### src/rtl/fifo_ctrl.sv
// Circular-FIFO pointer/flag controller for a dual-address, registered-read buffer memory.
// Optional sticky overflow/underflow error flags are built when FIFO_CTRL_ERR_EN is defined.
module fifo_ctrl #(
  parameter int ADDR_WIDTH = 3,
  parameter int MEM_LENGTH = 1 << ADDR_WIDTH,
  parameter int CNT_WIDTH  = ADDR_WIDTH + 1
) (
  input  logic                  clk,
  input  logic                  reset,
  input  logic                  push,
  input  logic                  pop,
  input  logic [CNT_WIDTH-1:0]  umbral_af,
  input  logic [CNT_WIDTH-1:0]  umbral_ae,
  output logic                  write,
  output logic                  read,
  output logic [ADDR_WIDTH-1:0] addressW,
  output logic [ADDR_WIDTH-1:0] addressR,
  output logic                  valid_out,
  output logic [CNT_WIDTH-1:0]  count,
  output logic                  full,
  output logic                  empty,
  output logic                  almost_full,
  output logic                  almost_empty,
  output logic                  overflow,
  output logic                  underflow
);

  logic [ADDR_WIDTH-1:0] wr_ptr;
  logic [ADDR_WIDTH-1:0] rd_ptr;
  logic [CNT_WIDTH-1:0]  af_th;
  logic [CNT_WIDTH-1:0]  ae_th;
  logic                  push_ok;
  logic                  pop_ok;

  assign full         = (count == CNT_WIDTH'(MEM_LENGTH));
  assign empty        = (count == '0);
  assign almost_full  = (count >= af_th);
  assign almost_empty = (count <= ae_th);

  // A push into a full FIFO is still taken when a pop frees the slot the same cycle;
  // the registered memory read returns the old word before it is overwritten.
  assign push_ok = ~reset & push & (~full | pop);
  assign pop_ok  = ~reset & pop & ~empty;

  assign write    = push_ok;
  assign read     = pop_ok;
  assign addressW = wr_ptr;
  assign addressR = rd_ptr;

  always_ff @(posedge clk) begin
    if (reset) begin
      wr_ptr    <= '0;
      rd_ptr    <= '0;
      count     <= '0;
      valid_out <= 1'b0;
      af_th     <= umbral_af;
      ae_th     <= umbral_ae;
    end else begin
      valid_out <= pop_ok;
      if (push_ok) wr_ptr <= wr_ptr + 1'b1;
      if (pop_ok)  rd_ptr <= rd_ptr + 1'b1;
      case ({push_ok, pop_ok})
        2'b10:   count <= count + 1'b1;
        2'b01:   count <= count - 1'b1;
        default: count <= count;
      endcase
    end
  end

`ifdef FIFO_CTRL_ERR_EN
  always_ff @(posedge clk) begin
    if (reset) begin
      overflow  <= 1'b0;
      underflow <= 1'b0;
    end else begin
      if (push & full & ~pop) overflow  <= 1'b1;
      if (pop & empty)        underflow <= 1'b1;
    end
  end
`else
  assign overflow  = 1'b0;
  assign underflow = 1'b0;
`endif

endmodule

### config.mk
export PLATFORM = sky130hd
export DESIGN_NAME = fifo_ctrl
export DESIGN_NICKNAME = d
export VERILOG_FILES = /design/src/rtl/fifo_ctrl.sv
export SDC_FILE = /design/constraint.sdc
export NUM_CORES = 1
export LEC_CHECK = 0
export CELL_PAD_IN_SITES_DETAIL_PLACEMENT = 1
export CELL_PAD_IN_SITES_GLOBAL_PLACEMENT = 2
export CORE_MARGIN = 2
export CORE_UTILIZATION = 30
export DETAILED_ROUTE_END_ITERATION = 8
export PLACE_DENSITY = 0.88
export SLEW_MARGIN = 20
export SYNTH_ARGS = -nofsm -noshare
export SYNTH_HDL_FRONTEND = slang
export SYNTH_SLANG_ARGS = --single-unit
### constraint.sdc
create_clock -name clk -period 4.7 [get_ports clk]
set_clock_uncertainty 0.1 [all_clocks]
set_input_delay 0.94 -clock clk [delete_from_list [all_inputs] [get_ports clk]]
set_output_delay 0.94 -clock clk [all_outputs]
set_load 0.005 [all_outputs]
# Word-level counts from Yosys, hierarchy flattened
# Cells that the tools add are included.
dict set report totals {
  elab_cells 26
  input_bits 12
  regBits 19
  out_inout_bits 19
}
dict set report classes {
  reduce_logical 2
  n_mux 1
  order_cmp 2
  add_sub_neg 4
  eq_ne 3
  bitwise 8
}
# operator count
set ops {}
lappend ops {{4-bit case mux with 2 select lines} 1}
lappend ops {{3-bit by 1-bit adder with 3-bit output (second input constant)} 2}
lappend ops {{4-bit by 1-bit adder with 4-bit output (second input constant)} 1}
lappend ops {{1-bit AND} 4}
lappend ops {{4-bit == test (second input constant)} 1}
lappend ops {{4-bit >= comparator} 1}
lappend ops {{4-bit less-or-equal comparator} 1}
lappend ops {{4-bit zero test} 1}
lappend ops {{4-bit by 1-bit subtractor with 4-bit output (second input constant)} 1}
lappend ops {{1-bit inverter} 3}
lappend ops {{2-bit by 1-bit == test with 1-bit output (second input constant)} 1}
lappend ops {{2-bit == test (second input constant)} 1}
lappend ops {{2-bit nonzero test} 1}
lappend ops {{1-bit bitwise OR} 1}

# Depth between registers and ports, before layout
# Gate-level depths: netlist of the first run.
dict set report depth {
  depth_word 6
  mapped_depth 10
}

# Least setup slack after synthesis of the first run
# Ideal clock, no wire load.
dict set report synth_timing {
  path_type {input port to flip-flop}
  from {input reset}
  to {register count[3]}
  setup_ps 70
  path_stages 8
  arrival_time_ps 2691
  setup_slack_ps 1839
  path_cell_list {clkbuf_1 -> nor2_1 -> ha_1 -> ha_1 -> a21oi_1 -> a21oi_1 -> or4_1 -> a21oi_1}
}
dict set report synth_via {
  elab_chain_len 5
}
# item line_no
set synth_lines {}
lappend synth_lines {{start: declaration} 9} ;# input logic reset,
lappend synth_lines {{1-bit inverter *} 43} ;# assign pop_ok = ~reset & pop & ~empty;
lappend synth_lines {{1-bit AND * (2 in series)} 43}
lappend synth_lines {{net read} 15} ;# output logic read,
lappend synth_lines {{2-bit by 1-bit == test with 1-bit output / 2-bit == test (equally long branches)} 62} ;# case ({push_ok, pop_ok})
lappend synth_lines {{4-bit case mux with 2 select lines / 2-bit nonzero test (equally long branches)} n/a}
lappend synth_lines {{end signal: assignment} 63} ;# 2'b10: count <= count + 1'b1;
lappend synth_lines {{end signal: assignment} 64} ;# 2'b01: count <= count - 1'b1;
lappend synth_lines {{end signal: assignment} 65} ;# default: count <= count;
lappend synth_lines {{end: declaration} 19} ;# output logic [CNT_WIDTH-1:0] count,
# Mark *: on every way through the listed nets, which the timed path passes. The rest lies on a longest branch.
# A chain may end at the register's enable or synchronous reset.

# Worst setup path in the final report of the first run
dict set report layout_timing {
  from {input pop}
  to {output write}
}
dict set report layout_via {
  elab_chain_len 2
}
# item line_no
set layout_lines {}
lappend layout_lines {{start: declaration} 11} ;# input logic pop,
lappend layout_lines {{1-bit bitwise OR} 42} ;# assign push_ok = ~reset & push & (~full | pop);
lappend layout_lines {{1-bit AND} 42}
lappend layout_lines {{end: declaration} 14} ;# output logic write,
# Every way passes these cells.

==> run metrics, run 1 <==
Critical-path top delay cell clkdlybuf4s50_1; Post-Route Setup TNS 0 ps; ys async rst share 0; GRT Total Usage 0.137; WL final 2400 µm; Top Family by Delay on Critical Path buffers and inverters; crit path cell chain clkdlybuf4s50_1 -> o21ai_4 -> or2_2 -> inv_1 -> clkdlybuf4s50_1; ant diodes 0; top-area cell type share of the netlist area 0.235; max-cap violations 0; layout cells sized above 1 0.0794; final hold vios 0; crit-path most repeated cell clkdlybuf4s50_1; post-synthesis cell count 96; layout overhead on the synthesized area 34.6%; number of fill cells 384; HPWL Detailed 1870 µm; Setup Viol. Count Final 0; Comb pwr share 0.264; max-slew violations 0; maximum VDD drop 0.000125 V; post-synthesis cell type count 29; most common cell after layout, fill and taps aside clkdlybuf4s50_1; DR vias/cell 4.65; total CTS buffers 3; Tcrit/Tclk final 0.758; mapped cell area 0.00102 mm²; remaining antenna violation count 0; I/O pin total 31; Via Count 800; Worst EP arrival 2520 ps; Routed WL per cell 13.9 µm; fmax 281 MHz; Primary FF master, synth dfxtp_1; CP startpoint kind primary input; die height 62.4 µm; Hold Crit Class reg2reg; status complete, no violations; post-layout instance area 0.00138 mm²; Core ar. 0.00331 mm²; Worst Hold Margin 442 ps; unrepaired setup endpoints after global routing no; WP buf/inv 3; first-pass GRT wire length 4130 µm; # DRC 0; Leak 0.602 nW; Layout Utilization 0.416; max incr delay on CP 610 ps; sequential area share after synthesis 0.450; CP endpoint kind output port; Power Total 386 µW; Row Count 21; initial antenna violation count 0; Reg power frac 0.518; number of synthesized flops with an enable pin 8; most frequent cells in the layout 28 x clkdlybuf4s50_1, 14 x nor2_1, 13 x ha_1, 12 x inv_1, 11 x dfxtp_1; Tightest Pin Transition 677 ps; Switching Fraction 0.284; NumNets Final 153; Clk Latency, worst-skew pair 300 ps; Crit Path Class in2out; top cell type by total area after synthesis edfxtp_1; TritonRoute pass-1 iters 4; CTS H-Tree Depth 1; Yosys reg bits 19; Port Buffer Count 28; CTS clk-pin slew, worst paths 110 ps; minimum clock period 3560 ps; DR iter-0 viols 4; placed cell areas 0.00135 mm²; top cells by area, synth edfxtp_1 23%, dfxtp_1 22%, ha_1 16%; vias in the first global route 884; worst-case clock buffer depth 2; post-cts sizing count 0; die area 0.00390 mm²; post-CTS setup buffers 0; Die Wd 62.4 µm; Initial Util 0.309; GRT overflow 0; Sink Count 19; Clock Tree Root clkbuf_4; cts hold-fix bufs 0; Cell Pwr Density 280 mW/mm²; crit-path max FO 3; GP Congestion 0.673; yosys warns 0; largest net degree at the start of global routing 17; Worst Path Required 3660 ps; TritonCTS clock tree yes; clock network power share 0.217; sw power 109 µW; Slew Limit Headroom 0.544; internal power 276 µW; syn avg cell area 10.7 µm²
[synthesized netlist by cell type (2+ instances only)]
master    number
ha_1          13
clkbuf_1       2
mux2i_1        2
a21o_1         3
xor2_1         5
dfxtp_1       11
buf_4          2
inv_1         12
edfxtp_1       8
o21a_1         2
nor2_1        14
a21oi_1        5
[kinds of logic after synthesis]
logic type               Yosys count  share of synthesized area
other                              1                    0.00366
AO/OA/AOI/OAI                     15                      0.117
adder cells (fa/ha/maj)           14                      0.178
flip-flops                        19                      0.450
XOR/XNOR                           6                     0.0513
multiplexers                       2                     0.0196
buffers and inverters             16                     0.0660
AND/OR/NAND/NOR                   23                      0.114
[power groups by stage]
stage / clock network (mW) / logic (mW) / registers [mW]
after floorplan: 0 / 0.0521 / 0.201
after global placement: 0 / 0.0984 / 0.204
final: 0.0839 / 0.102 / 0.200
after CTS: 0.0901 / 0.104 / 0.201
after global routing: 0.0926 / 0.117 / 0.203
after detailed placement: 0 / 0.103 / 0.204
[flip-flops by register name (all words and copies together), names as in the netlist]
register / flops
count: 4
addressW: 3
valid_out: 1
addressR: 3
ae_th: 4
af_th: 4
[layer usage]
metal  GRT usage  vias up  wire length (µm)  share of wire
li1            -      385                 -              -
met1       0.143      381               943           0.39
met2       0.255       27              1280           0.53
met3      0.0306        7               122          0.051
met4      0.0667        0                55          0.023
met5           0        -                 0              0
[layout make-up]
type	count	area, µm²	area share
clock buffers	3	22.5	0.0163
multi-input cells	62	499	0.362
inverters	12	45.0	0.0327
well taps	46	57.6	0.0418
repair buffers	29	288	0.209
flip-flops and latches	19	460	0.334
clock inverters	1	5.00	0.00363
[metrics by stage]
stage                     cells  worst slack, ps
final                       172             1140
after global routing        172             1070
after CTS                   172             1130
after detailed placement    168             1050
after global placement      168             1200
after floorplan              97             1840
[path summary, 6_finish.rpt]
| path | from | to | slack [ps] | cells after the start |
|---|---|---|---|---|
| worst max-delay path | pop | write | 1140 | 5 |
| worst min-delay path | addressW[2] | addressW[2] | 440 | 2 |
| worst max register to register | count[3] | count[3] | 1670 | 9 |
| worst min register to register | addressW[2] | addressW[2] | 440 | 2 |
[worst reg2reg max path, cell delays in order, from the launching register on]
cell     delay [ps]
dfxtp_1         540
or4b_4          560
o21ai_4         180
or2_2           150
ha_1            190
ha_1            280
a21oi_1         210
a21oi_1         120
or4_1           480
a21oi_1         150
Note: power is estimated with default switching activity, not from simulation.
==> inputs of run 2 (changes only) <==
--- a/config.mk
+++ b/config.mk
@@ -8,9 +8,9 @@
 export CELL_PAD_IN_SITES_DETAIL_PLACEMENT = 1
 export CELL_PAD_IN_SITES_GLOBAL_PLACEMENT = 2
 export CORE_MARGIN = 2
-export CORE_UTILIZATION = 30
+export CORE_UTILIZATION = 25
 export DETAILED_ROUTE_END_ITERATION = 8
-export PLACE_DENSITY = 0.88
+export PLACE_DENSITY = 0.79
 export SLEW_MARGIN = 20
 export SYNTH_ARGS = -nofsm -noshare
 export SYNTH_HDL_FRONTEND = slang
==> constraint.sdc (replaced) <==
create_clock -name clk -period 2.95 [get_ports clk]
set_clock_uncertainty 0.1 [all_clocks]
set_input_delay 0.59 -clock clk [delete_from_list [all_inputs] [get_ports clk]]
set_output_delay 0.59 -clock clk [all_outputs]
set_load 0.005 [all_outputs]
==> run 2 against run 1 <==
Net effect: sequential share of layout area shrank 3.2 points; hold slack lost 7.6 ps; register-to-register slack lost 1400 ps; combinational power grew 96%; non-clock buffer count grew 14; utilization shrank 3.2 points; routed wire length grew 2.1%; global-route usage shrank 1.6 points; sequential power grew 54%; critical path type is now reg2out; largest cell class unchanged.
==> run metrics, run 2 (synthesis gave the netlist of run 1 again) <==
status complete, no violations (unchanged); Layout Utilization 0.384 (was 0.416); CP startpoint kind flip-flop (was primary input); vias in the first global route 907 (was 884); post-cts sizing count 1 (was 0); Setup Viol. Count Final 0 (unchanged); Row Count 23 (was 21); Crit Path Class reg2out (was in2out); Cell Pwr Density 457 mW/mm² (was 280 mW/mm²); crit path cell chain buf_4 -> ha_1 -> nor2b_1 -> o21a_1 -> o21a_1 -> o21ai_1 -> clkdlybuf4s50_1 (was clkdlybuf4s50_1 -> o21ai_4 -> or2_2 -> inv_1 -> clkdlybuf4s50_1); Port Buffer Count 28 (unchanged); CP endpoint kind output port (unchanged); multi-input gate area in the final layout 518 µm² (was 499 µm²); crit-path max FO 8 (was 3); layout overhead on the synthesized area 49.0% (was 34.6%); Initial Util 0.258 (was 0.309); HPWL Detailed 2000 µm (was 1870 µm); Clk Latency, worst-skew pair 260 ps (was 300 ps); DR iter-0 viols 5 (was 4); # DRC 0 (unchanged); flop2flop setup slack 230 ps (was 1670 ps); max-slew violations 0 (unchanged); Worst Path Required 2260 ps (was 3660 ps); Leak 0.676 nW (was 0.602 nW); cts hold-fix bufs 0 (unchanged); biggest registers after layout ae_th x4, af_th x4, count x4 (unchanged); ant diodes 0 (unchanged); largest net degree at the start of global routing 12 (was 17); first-pass GRT wire length 4060 µm (was 4130 µm); most frequent cells in the layout 28 x clkdlybuf4s50_1, 15 x buf_4, 14 x nor2_1, 12 x inv_1 (was 28 x clkdlybuf4s50_1, 14 x nor2_1, 13 x ha_1, 12 x inv_1, 11 x dfxtp_1); layout cells sized above 1 0.193 (was 0.0794); GP Congestion 0.715 (was 0.673); Hold Crit Class reg2reg (unchanged); I/O pin total 31 (unchanged); CTS clk-pin slew, worst paths 80 ps (was 110 ps); GRT overflow 0 (unchanged); WL final 2450 µm (was 2400 µm); final hold vios 0 (unchanged); worst-case clock buffer depth 2 (unchanged); TritonCTS clock tree yes (unchanged); Die Wd 68.0 µm (was 62.4 µm); die height 68.0 µm (was 62.4 µm); Routed WL per cell 12.9 µm (was 13.9 µm); initial antenna violation count 0 (unchanged); most common cell after layout, fill and taps aside clkdlybuf4s50_1 (unchanged); Via Count 847 (was 800); Sink Count 19 (unchanged); Worst EP arrival 2140 ps (was 2520 ps); CTS H-Tree Depth 1 (unchanged); Clock Tree Root clkbuf_8 (was clkbuf_4); register area 460 µm² (unchanged); max-cap violations 0 (unchanged); post-CTS setup buffers 0 (unchanged); Core ar. 0.00397 mm² (was 0.00331 mm²); total CTS buffers 3 (unchanged); post-layout instance area 0.00153 mm² (was 0.00138 mm²); R2R depth 9 (unchanged); max incr delay on CP 520 ps (was 610 ps); hold depth 2 (unchanged); maximum VDD drop 0.000212 V (was 0.000125 V); minimum clock period 2830 ps; number of fill cells 455 (was 384); unrepaired setup endpoints after global routing no (unchanged); GRT Total Usage 0.120 (was 0.137); crit-path most repeated cell o21a_1 (was clkdlybuf4s50_1); Critical-path top delay cell clkdlybuf4s50_1 (unchanged); Tcrit/Tclk final 0.961; NumNets Final 167 (was 153); DR vias/cell 4.46 (was 4.65); remaining antenna violation count 0 (unchanged); TritonRoute pass-1 iters 3 (was 4); fmax 353 MHz; placed cell areas 0.00146 mm² (was 0.00135 mm²); die area 0.00462 mm² (was 0.00390 mm²)
run 2: cell count changes in the layout (fill, tap and decap cells not counted), sizes merged:
cell,before,now
buf,1,15
run 2: per-layer routing:
| metal | vias to the layer above | track usage | wire length [µm] |
|---|---|---|---|
| met4 | 0 | 0.0600 | 48 |
| met2 | 21 | 0.221 | 1270 |
| met5 | - | 0 | 0 |
| met1 | 407 | 0.126 | 992 |
| li1 | 414 | - | - |
| met3 | 5 | 0.0296 | 141 |
run 2: through the flow:
step	setup slack, ps	hold WS, ps	total power, mW	TNS (ps)	cells
2_1_floorplan	258	402	0.403	0	97
3_3_place_gp	-83.8	395	0.505	-83.8	186
3_5_place_dp	-287	409	0.514	-287	186
4_1_cts	16.6	445	0.705	0	190
5_1_grt	11.9	472	0.743	0	190
6_report	116	435	0.697	0	190
run 2: critical path: cells and delay by family, from the launching register on:
| family | cells | cell delay (ps) |
|---|---|---|
| AOI/OAI and AO/OA | 3 | 440 |
| and+or+nand+nor | 1 | 130 |
| DFF | 1 | 320 |
| adders and majority gates | 1 | 310 |
| buffers and inverters | 2 | 690 |
run 2: final timing paths:
check | end | startpoint
worst min-delay path | addressR[2] | addressR[2]
worst max-delay path | almost_empty | count[1]
worst max register to register | count[3] | count[0]
worst min register to register | addressR[2] | addressR[2]
run 2: power breakdown:
group / switching (mW) / leakage, nW / internal, mW
clock: 0.0950 / 0.0255 / 0.0942
sequential: 0.0121 / 0.168 / 0.296
combinational: 0.0829 / 0.482 / 0.117
total: 0.190 / 0.676 / 0.507
run 2: final cells by class:
cell class / count / share of cell area
tap: 50 / 0.0410
sequential: 19 / 0.302
inverter: 12 / 0.0295
clock buffer: 3 / 0.0271
multi-input combinational: 62 / 0.340
clock inverter: 1 / 0.00328
timing repair buffer: 43 / 0.258
==> inputs of run 3 (changes only) <==
--- a/config.mk
+++ b/config.mk
@@ -7,8 +7,8 @@
 export LEC_CHECK = 0
 export CELL_PAD_IN_SITES_DETAIL_PLACEMENT = 1
 export CELL_PAD_IN_SITES_GLOBAL_PLACEMENT = 2
-export CORE_MARGIN = 2
 export CORE_UTILIZATION = 25
+export CTS_BUF_LIST = sky130_fd_sc_hd__clkbuf_16
 export DETAILED_ROUTE_END_ITERATION = 8
 export PLACE_DENSITY = 0.79
 export SLEW_MARGIN = 20
==> run 3 against run 2 <==
Net effect: cell area grew 0.57%; clock power rose by 46%; via count fell by 3.2%; utilization grew 2.0 points; non-clock buffer count decreased by 2; maximum frequency down 0.32%; sequential power grew 2%; hold slack worse by 20 ps; critical endpoint is now count[3]; largest power group unchanged; highest routed layer is now met3.
==> run metrics, run 3 (synthesis gave the netlist of run 1 again) <==
status complete, no violations (unchanged); die height 66.0 µm (was 68.0 µm); register area 464 µm² (was 460 µm²); Clock Tree Root clkbuf_16 (was clkbuf_8); Worst Path Required 3030 ps (was 2260 ps); largest net degree at the start of global routing 20 (was 12); Reg-to-Reg End count[3] (unchanged); cts hold-fix bufs 0 (unchanged); initial antenna violation count 0 (unchanged); first-pass GRT wire length 4140 µm (was 4060 µm); Power Total 778 µW (was 697 µW); die area 0.00435 mm² (was 0.00462 mm²); Via Count 820 (was 847); post-layout instance area 0.00153 mm² (about the same); Switching Fraction 0.246 (was 0.273); Row Count 22 (was 23); max-slew violations 0 (unchanged); remaining antenna violation count 0 (unchanged); ant diodes 0 (unchanged); met2 usage 0.230 (was 0.221); maximum VDD drop 0.000349 V (was 0.000212 V); Core ar. 0.00380 mm² (was 0.00397 mm²); # DRC 0 (unchanged); busiest grt layer met2 (unchanged); Reg power frac 0.404 (was 0.442); TritonRoute pass-1 iters 3 (unchanged); final hold vios 0 (unchanged); clock network power share 0.354 (was 0.271); layout cells sized above 1 0.167 (was 0.193); Routed WL per cell 13.3 µm (was 12.9 µm); placed cell areas 0.00144 mm² (was 0.00146 mm²); CP startpoint kind primary input (was flip-flop); fin worst setup slack 107 ps (was 116 ps); post-cts sizing count 1 (unchanged); internal power 587 µW (was 507 µW); NumNets Final 165 (was 167); WL final 2480 µm (was 2450 µm); R2R depth 9 (unchanged); layout overhead on the synthesized area 49.9% (was 49.0%); CP endpoint kind flip-flop (was output port); sw power 191 µW (was 190 µW); fmax 352 MHz (was 353 MHz); CTS H-Tree Depth 1 (unchanged); total CTS buffers 3 (unchanged); M3 GR Usage 0.0379 (was 0.0296); worst-case clock buffer depth 2 (unchanged); Crit Path Class in2reg (was reg2out); GRT Total Usage 0.126 (was 0.120); Cell Pwr Density 507 mW/mm² (was 457 mW/mm²); Tcrit/Tclk final 0.964 (was 0.961); Worst Hold Margin 415 ps (was 435 ps); GR Util met1 0.145 (was 0.126); crit-path max FO 3 (was 8); max-cap violations 0 (unchanged); GRT overflow 0 (unchanged); CTS clk-pin slew, worst paths 60 ps (was 80 ps); crit path launch push (was count[1]); post-CTS setup buffers 0 (unchanged); I/O pin total 31 (unchanged); worst hold endpoint addressW[2] (was addressR[2]); biggest registers after layout ae_th x4, af_th x4, count x4 (unchanged); hold depth 2 (unchanged); multi-input gate area in the final layout 503 µm² (was 518 µm²); unrepaired setup endpoints after global routing no (unchanged); DR vias/cell 4.41 (was 4.46); Hold Crit Class reg2reg (unchanged); Leak 0.698 nW (was 0.676 nW); minimum clock period 2840 ps (was 2830 ps); vias in the first global route 942 (was 907); Initial Util 0.269 (was 0.258); GP Congestion 0.800 (was 0.715); flop2flop setup slack 190 ps (was 230 ps); Setup Viol. Count Final 0 (unchanged); DR iter-0 viols 15 (was 5); Worst EP arrival 2930 ps (was 2140 ps); R2R Path Start count[0] (unchanged); TritonCTS clock tree yes (unchanged); HPWL Detailed 1900 µm (was 2000 µm); Hold Crit Start addressW[2] (was addressR[2]); Place WS -186 ps (was -287 ps); Port Buffer Count 28 (unchanged); number of fill cells 432 (was 455); most frequent cells in the layout 26 x clkdlybuf4s50_1, 14 x nor2_1, 13 x inv_1, 13 x ha_1, 13 x buf_4 (was 28 x clkdlybuf4s50_1, 15 x buf_4, 14 x nor2_1, 12 x inv_1); Comb pwr share 0.243 (was 0.286); Sink Count 19 (unchanged); Die Wd 66.0 µm (was 68.0 µm); most common cell after layout, fill and taps aside clkdlybuf4s50_1 (unchanged); Clk Latency, worst-skew pair 250 ps (was 260 ps)
## run 3: changes by cell type in the layout (fill, tap and decap cells not counted), moves of 2 or more
cell             delta
clkdlybuf4s50_1     -2
clkbuf_8            -3
clkbuf_16           +3
dlymetal6s2s_1      +2
buf_4               -2
ha_1                +2
## run 3: worst max path at each step
| stage | end | depth (start not counted) | slack (ps) |
|---|---|---|---|
| finish | count[3] | 9 | 110 |
| global route | count[3] | 9 | 1 |
| CTS | almost_full | 7 | 60 |
| detailed placement | count[3] | 9 | -190 |
| global placement | count[3] | 9 | -90 |
| floorplan | count[3] | 9 | 260 |
## run 3: routing by layer
metal,up-vias,wire [µm],share of wire
li1,407,-,-
met5,-,0,0
met2,18,1290,0.52
met3,0,114,0.046
met1,395,1070,0.43
met4,0,0,0
## run 3: through the flow
step / TNS [ps] / cells / utilization
detailed placement: -186 / 182 / 0.380
global route: 0 / 186 / 0.404
floorplan: 0 / 97 / -
global placement: -88.7 / 182 / 0.380
CTS: 0 / 186 / 0.401
finish: 0 / 186 / 0.404
## run 3: power groups by stage
| stage | logic, mW | registers, mW | clock network (mW) |
|---|---|---|---|
| finish | 0.189 | 0.314 | 0.275 |
| global route | 0.212 | 0.317 | 0.294 |
| CTS | 0.194 | 0.314 | 0.283 |
| floorplan | 0.0831 | 0.320 | 0 |
| detailed placement | 0.189 | 0.319 | 0 |
| global placement | 0.181 | 0.317 | 0 |
## run 3: area by class of cell
cell class                      count  area share
Clock inverter                      1     0.00245
Timing Repair Buffer               41       0.250
Sequential cell                    19       0.303
Clock buffer                        3      0.0489
Inverter                           12      0.0294
Multi-Input combinational cell     62       0.328
Tap cell                           48      0.0392
## run 3: worst max-delay path: stages
cell,delay (ps)
clkdlybuf4s50_1,520
o21ai_4,70
or2_2,290
ha_1,240
ha_1,330
a21oi_2,160
a21oi_1,100
or4_1,470
a21oi_1,140
